File: src/rtl/hazard_scoreboard.sv
// Decode-stage hazard unit: per-register countdown scoreboard plus the mul/div busy
// counter. Drives the F/D stall and reports which registers still have writers in flight.
module hazard_scoreboard #(
    parameter int unsigned NREG    = 32,
    parameter int unsigned RW      = 5,
    parameter int unsigned TW      = 2,
    parameter int unsigned CW      = 4,
    parameter int unsigned MUL_LAT = 5,
    parameter int unsigned DIV_LAT = 10
) (
    input  logic            clk_i,
    input  logic            reset_i,
    input  logic            d_valid_i,
    input  logic [RW-1:0]   d_rs_i,
    input  logic            d_rs_rd_i,
    input  logic [TW-1:0]   d_rs_use_i,
    input  logic [RW-1:0]   d_rt_i,
    input  logic            d_rt_rd_i,
    input  logic [TW-1:0]   d_rt_use_i,
    input  logic            d_wr_i,
    input  logic [RW-1:0]   d_wa_i,
    input  logic [TW-1:0]   d_wr_lat_i,
    input  logic            d_md_start_i,
    input  logic            d_md_div_i,
    input  logic            d_md_use_i,
    input  logic            flush_i,
    output logic            stall_o,
    output logic            stall_rs_o,
    output logic            stall_rt_o,
    output logic            stall_md_o,
    output logic            md_busy_o,
    output logic [NREG-1:0] pending_o
);

    logic [TW-1:0] timer_q [NREG];
    logic [TW-1:0] timer_d [NREG];
    logic [CW-1:0] md_cnt_q, md_cnt_d;

    logic [TW-1:0] rs_timer, rt_timer;
    logic          rs_late, rt_late;
    logic          issue;

    // A timer of t means the writer's result becomes forwardable t-1 cycles after an
    // instruction issuing now; the consumer stalls only if that is later than its use slot.
    always_comb begin
        rs_timer = timer_q[d_rs_i];
        rt_timer = timer_q[d_rt_i];
        rs_late  = (rs_timer != '0) && ((rs_timer - TW'(1)) > d_rs_use_i);
        rt_late  = (rt_timer != '0) && ((rt_timer - TW'(1)) > d_rt_use_i);
    end

    always_comb begin
        stall_rs_o = d_valid_i & d_rs_rd_i & (d_rs_i != '0) & rs_late;
        stall_rt_o = d_valid_i & d_rt_rd_i & (d_rt_i != '0) & rt_late;
        md_busy_o  = (md_cnt_q != '0);
        stall_md_o = d_valid_i & (d_md_start_i | d_md_use_i) & md_busy_o;
        stall_o    = stall_rs_o | stall_rt_o | stall_md_o;
        issue      = d_valid_i & ~stall_o & ~flush_i;
    end

    always_comb begin
        pending_o = '0;
        for (int unsigned i = 1; i < NREG; i++) begin
            pending_o[i] = |timer_q[i];
        end
    end

    // The issuing instruction's own destination overrides the decrement, so a
    // read-modify-write of one register is checked against the older writer only.
    always_comb begin
        for (int unsigned i = 0; i < NREG; i++) begin
            timer_d[i] = '0;
            if (i != 0 && !flush_i) begin
                if (issue && d_wr_i && (d_wa_i == RW'(i))) begin
                    timer_d[i] = d_wr_lat_i;
                end else if (timer_q[i] != '0) begin
                    timer_d[i] = timer_q[i] - TW'(1);
                end
            end
        end
    end

    always_comb begin
        md_cnt_d = '0;
        if (!flush_i) begin
            if (issue && d_md_start_i) begin
                md_cnt_d = d_md_div_i ? CW'(DIV_LAT) : CW'(MUL_LAT);
            end else if (md_cnt_q != '0) begin
                md_cnt_d = md_cnt_q - CW'(1);
            end
        end
    end

    always_ff @(posedge clk_i) begin
        if (reset_i) begin
            for (int unsigned i = 0; i < NREG; i++) begin
                timer_q[i] <= '0;
            end
            md_cnt_q <= '0;
        end else begin
            for (int unsigned i = 0; i < NREG; i++) begin
                timer_q[i] <= timer_d[i];
            end
            md_cnt_q <= md_cnt_d;
        end
    end

endmodule

File: config.mk
export PLATFORM = sky130hd
export DESIGN_NAME = hazard_scoreboard
export DESIGN_NICKNAME = d
export VERILOG_FILES = /design/src/rtl/hazard_scoreboard.sv
export SDC_FILE = /design/constraint.sdc
export NUM_CORES = 1
export LEC_CHECK = 0
export CORE_MARGIN = 2
export CORE_UTILIZATION = 50
export DETAILED_ROUTE_END_ITERATION = 6
export PLACE_DENSITY = 0.75
export SLEW_MARGIN = 20
export SYNTH_ARGS = -nofsm -noshare
export SYNTH_HDL_FRONTEND = slang
export SYNTH_SLANG_ARGS = --single-unit
File: constraint.sdc
create_clock -name clk_i -period 4.8 [get_ports clk_i]
set_input_delay 0.48 -clock clk_i [delete_from_list [all_inputs] [get_ports clk_i]]
set_output_delay 0.48 -clock clk_i [all_outputs]
set_load 0.01 [all_outputs]
-- Word-level counts from Yosys, hierarchy flattened
Memory sizes are Yosys's and may differ from the RTL's.
Index checks and enable logic that the tools add are counted.
- add/sub/neg operators: 34
- reductions and logical operators: 103
- mux-type cells: 131
- equality and inequality tests: 31
- order comparisons: 2
- bitwise logic cells: 47
- operators with widths (kind ; count):
    two-way mux 2 bit ; 125
    equality test 5 bit (second input constant) ; 16
    nonzero test 2 bit ; 33
    subtractor 2 x 1 -> 2 bit (second input constant) ; 33
    OR reduction 2 bit ; 32
    equality test 5 x 4 -> 1 bit (second input constant) ; 8
    logical AND 1 bit ; 35
    bitwise OR 1 bit ; 35
    equality test 5 x 3 -> 1 bit (second input constant) ; 4
    two-way mux 4 bit ; 3
    AND 1 bit ; 10
    equality test 5 x 2 -> 1 bit (second input constant) ; 2
    nonzero test 5 bit ; 2
    equality test 5 x 1 -> 1 bit (second input constant) ; 1
    > comparator 2 bit ; 2
    nonzero test 4 bit ; 1
    subtractor 4 x 1 -> 4 bit (second input constant) ; 1
    two-way mux 1 bit ; 3
    inverter 1 bit ; 2
- register bits: 4
- word-level logic and storage cells: 350
- memory bits (writable): 64
- memories kept: 1
- output and inout bits: 37
- input bits: 31
- memory list (name ; depth ; bits a word ; read ports ; clocked after memory_dff ; write ports ; RTL line ; text):
    timer_q ; 32 ; 2 ; 33 ; 0 ; 32 ; 35 ; logic [TW-1:0] timer_q [NREG];

-- Longest topological paths before layout
An unclocked memory read counts as a cell.
- depth after elaboration: 15
- mapped depth: 17
- gate-level depth less buffers: 13

-- Worst setup path after synthesis
No wires, ideal clock.
- path kind: input to output
- start point: input d_rt_i[0]
- end point: output stall_o
- path buffers: 4
- setup slack: 0.864 ns
- data arrival time: 3.456 ns
- cell stages on the path: 14
- path through: buf_2 -> buf_2 -> mux4_2 -> mux2_2 -> a221oi_1 -> ha_1 -> inv_1 -> ha_1 -> nor2b_1 -> o2111ai_1 -> o32a_1 -> buf_6 -> buf_6 -> nand2b_1
- longest elaborated chain between the ends: 7
- ends and longest elaborated chain (what ; RTL line ; text):
    start, declared ; 17 ; input logic [RW-1:0] d_rt_i,
    memory (32 x 2 bit) ; -- ;
    subtractor 2 x 1 -> 2 bit ; 49 ; rt_late = (rt_timer != '0) && ((rt_timer - TW'(1)) > d_rt_use_i);
    > comparator 2 bit ; 49 ;
    logical AND 1 bit ; 49 ;
    AND 1 bit * ; 54 ; stall_rt_o = d_valid_i & d_rt_rd_i & (d_rt_i != '0) & rt_late;
    bitwise OR 1 bit * (2 in a row) ; 57 ; stall_o = stall_rs_o | stall_rt_o | stall_md_o;
    end, declared ; 27 ; output logic stall_o,
Every way passes the cells marked *; elsewhere a longest branch is shown, timed or not.

-- Final worst setup path
- start point: input d_rt_i[2]
- end point: output stall_o
The elaborated chain is that of the path after synthesis.

==> impl_results.md <==
* CTS Buf Count at 9
* Slowest cell on the critical path: sky130_fd_sc_hd__clkdlybuf4s50_1
* Routed wire length at 12300 um
* Category of the most critical setup path: in -> out
* Cell leakage power at 0.00237 uW
* R2R setup slack at 1.05 ns
* Hold_buf cts at 0
* Avg Synthesized Cell Area at 10.6 um^2
* Outcome: finished clean
* Worst max-slew margin expressed relative to the limit at 0.497
* Number of remaining DRC errors at 0
* Unrepaired setup endpoints after global routing: false
* Critical Path Fanout Max at 12
* Placer Congestion at 0.914
* Vias per std cell at 6.40
* Share of Yosys cell area claimed by the top area cell type at 0.291
* Largest cells by area after synthesis: sky130_fd_sc_hd__dfxtp_1, sky130_fd_sc_hd__mux4_2, sky130_fd_sc_hd__mux2i_1, sky130_fd_sc_hd__nand3b_1, sky130_fd_sc_hd__or2_2
* Largest area contributor in the synthesized netlist: sky130_fd_sc_hd__dfxtp_1
* Growth of design area from synthesis to finish at 20.6%
* Wire length of the first global-routing pass at 20200 um
* Area post-placement at 5270 um^2
* Cells traversed along the worst timing path: clkdlybuf4s50_1 -> mux4_2 -> mux2_2 -> a221oi_1 -> ha_1 -> inv_1 -> ha_1 -> nor2b_1 -> o2111ai_1 -> o32a_2 -> nand2b_1 -> clkdlybuf4s50_1
* Average detailed-routed wire length per instance at 20.5 um
* Sequential-to-total area share from yosys stat at 0.291
* Crit path arrival time at 4.14 ns
* Vias in the first global route at 3951
* Clk pin slew, worst setup/hold paths at 0.07 ns
* Hold/Removal Path Class: reg -> reg
* Worst supply voltage drop on vdd at 0.118 mV
* Cell family with most CP delay: buffers and inverters
* Floorplan core area at 8760 um^2
* Antenna diodes at 0
* Quantity of gates resized following cts at 0
* Yosys synthesis warning count at 0
* Power share of the combinational group at 0.125
* Fraction of layout instances using a drive strength above 1 at 0.230
* Combinational family with the most area after synthesis: multiplexers
* Die Y at 99.3 um
* Floorplan die area at 9870 um^2
* Pre-CTS setup slack at 0.193 ns
* Maximum frequency from static timing analysis at 216 MHz
* Port buffer count at 66
* Sum of net half-perimeters after detailed placement at 8480 um
* Proportion of register bits with asynchronous set or reset after synthesis at 0
* Pin count of the biggest net entering global routing at 34
* Count of endpoints failing hold in the final timing report at 0
* Areal power density over the cells at 212 nW/um^2
* Worst EP required at 4.32 ns
* Element type at the critical path end: output pin
* Vias post-DR at 3832
* Die outline width at 99.3 um
* Number of standard-cell rows in the floorplan at 34
* Area fraction in and, or, nand and nor cells after synthesis at 0.280
* Initial core utilization at 0.519
* Setup ws final at 0.180 ns
* Global router's overall resource usage at 0.258
* Area fraction in compound gates after synthesis at 0.0438
* Setup crit start kind: input port
* Worst-case clock buffer depth at 2
* Setup skew after layout at 0.0111 ns
* Ys flop type: sky130_fd_sc_hd__dfxtp_1
* Count of state elements after synthesis at 66
* Flop pwr share at 0.474
* First-pass iteration count of the detailed router at 4
* Buffering stage count on the worst path with inverters included at 3
* Root cell of the clock tree: sky130_fd_sc_hd__clkbuf_8
* Clock insertion delay at the later pin of the skew report at 0.34 ns
* Maximum level of the CTS H-tree at 3
* NetSw at 297 uW
* Mapped Area at 4540 um^2
* Number of top-level design ports at 68
* Worst hold slack across all endpoints at 0.506 ns
* Detailed Route Iter0 Violations at 201
* Max Transition Viols Final at 0
* # Max-Cap Violations at 0
* Adder-Cell Fraction of Synth Area at 0.0165
* Setup TNS after final layout at 0 ns
* Post-synthesis mux area share at 0.318
* Worst-Margin Slew at 0.749 ns
* Share of the clock period used by the worst path after layout at 0.963
* Biggest cell delay along the critical path at 0.84 ns
* Share of total power consumed by net switching at 0.257
* Gate Count Post-Synth at 430
* Final antenna-violating net count at 0
* CTS Sinks at 66
* CTS tree: done
* Net Count, Synth at 467
* Setup-violating endpoint count in the final report at 0
* Distinct cell type count after synthesis at 47
* Fin crit period at 4.62 ns
* Remaining global-route overflow at 0
* Post-CTS Setup Inserts at 0
* Antenna violations before repair at 0
* Net count, final at 524
* Count of flip-flops with a built-in enable after synthesis at 0
* Post-Synth XOR/XNOR Area at 0
* Design Area, Final at 5480 um^2
* Relative contribution of the clock network to total power at 0.401
* Internal power at 862 uW
## layer usage
metal  share of wire  up-vias  global-route usage
met5               0        -                   0
met3           0.088       20              0.0639
li1                -     1743                   -
met1            0.42     1889               0.349
met2            0.48      180               0.416
met4           0.018        0              0.0717
## cells in the mapped netlist (2+ instances only)
cell type / count
sky130_fd_sc_hd__a21oi_1: 11
sky130_fd_sc_hd__a22oi_1: 3
sky130_fd_sc_hd__a31oi_1: 2
sky130_fd_sc_hd__and2_1: 3
sky130_fd_sc_hd__buf_2: 7
sky130_fd_sc_hd__buf_4: 3
sky130_fd_sc_hd__buf_6: 3
sky130_fd_sc_hd__clkbuf_1: 16
sky130_fd_sc_hd__dfxtp_1: 66
sky130_fd_sc_hd__ha_1: 6
sky130_fd_sc_hd__inv_1: 8
sky130_fd_sc_hd__mux2_2: 6
sky130_fd_sc_hd__mux2i_1: 68
sky130_fd_sc_hd__mux4_2: 31
sky130_fd_sc_hd__nand2_1: 9
sky130_fd_sc_hd__nand2b_1: 6
sky130_fd_sc_hd__nand3_1: 32
sky130_fd_sc_hd__nand3b_1: 33
sky130_fd_sc_hd__nand4_1: 7
sky130_fd_sc_hd__nand4_4: 9
sky130_fd_sc_hd__nand4b_1: 11
sky130_fd_sc_hd__nand4b_2: 2
sky130_fd_sc_hd__nor2_1: 17
sky130_fd_sc_hd__nor2b_1: 4
sky130_fd_sc_hd__nor3_1: 7
sky130_fd_sc_hd__nor4_1: 2
sky130_fd_sc_hd__o21ai_0: 5
sky130_fd_sc_hd__o2bb2ai_1: 2
sky130_fd_sc_hd__or2_2: 33
## state kept, by name, indices dropped and copies added (netlist names)
register / count
md_cnt_q: 4
timer_q: 62
## cells by family (layout without fill, tap and decap cells)
| family | Yosys count | in the layout |
|---|---|---|
| and+or+nand+nor | 181 | 181 |
| muxes | 105 | 105 |
| DFF | 66 | 66 |
| buffers and inverters | 41 | 102 |
| AOI/OAI and AO/OA | 30 | 30 |
| adders and majority gates | 6 | 6 |
| other | 1 | 1 |
## placed cells by master, fill, tap and decap left out, types with 3 or more instances in the layout
cell type	n
sky130_fd_sc_hd__a21oi_1	11
sky130_fd_sc_hd__a22oi_1	3
sky130_fd_sc_hd__and2_1	3
sky130_fd_sc_hd__buf_12	3
sky130_fd_sc_hd__buf_4	10
sky130_fd_sc_hd__clkbuf_8	10
sky130_fd_sc_hd__clkdlybuf4s50_1	66
sky130_fd_sc_hd__dfxtp_1	66
sky130_fd_sc_hd__ha_1	6
sky130_fd_sc_hd__inv_1	8
sky130_fd_sc_hd__mux2_2	6
sky130_fd_sc_hd__mux2i_1	68
sky130_fd_sc_hd__mux4_2	31
sky130_fd_sc_hd__nand2_1	9
sky130_fd_sc_hd__nand2b_1	6
sky130_fd_sc_hd__nand3_1	32
sky130_fd_sc_hd__nand3b_1	33
sky130_fd_sc_hd__nand4_1	7
sky130_fd_sc_hd__nand4_4	9
sky130_fd_sc_hd__nand4b_1	11
sky130_fd_sc_hd__nor2_1	15
sky130_fd_sc_hd__nor2b_1	4
sky130_fd_sc_hd__nor3_1	7
sky130_fd_sc_hd__o21ai_0	5
sky130_fd_sc_hd__or2_2	33
## final cells by class
type                       count  area, um^2
sequential                    66        1320
tap                          108         135
timing repair buffer          79         796
fill                         728        3280
clock buffer                  12         145
inverter                       8        30.0
multi-input combinational    323        3010
clock inverter                 3        40.0
## per-stage QoR
stage          total power, uW  instances  utilization
2_1_floorplan              647        430            -
3_3_place_gp               701        583        0.602
3_5_place_dp               704        583        0.602
4_1_cts                   1160        598        0.623
5_1_grt                   1210        599        0.625
6_report                  1160        599        0.625
## worst min-delay path: cells and delay by family, from the launching register on
family | cells | cell delay (ns)
flip-flops | 1 | 0.33
AO/OA/AOI/OAI | 2 | 0.13
## power groups by stage
stage / clock [uW] / sequential, uW / combinational, uW
final: 464 / 549 / 145
after global routing: 502 / 549 / 155
after CTS: 471 / 549 / 143
after detailed placement: 0 / 562 / 142
after global placement: 0 / 562 / 139
after floorplan: 0 / 562 / 85.9
## worst paths after layout
check	startpoint	endpoint	cells after the start
worst min register to register	md_cnt_q[3]$_SDFF_PP0_	md_cnt_q[3]$_SDFF_PP0_	2
worst max-delay path	d_rt_i[2]	stall_o	12
worst max register to register	timer_q[20][1]$_SDFF_PP0_	timer_q[30][0]$_SDFF_PP0_	12
worst min-delay path	md_cnt_q[3]$_SDFF_PP0_	md_cnt_q[3]$_SDFF_PP0_	2
(Power assumes the default switching activity.)
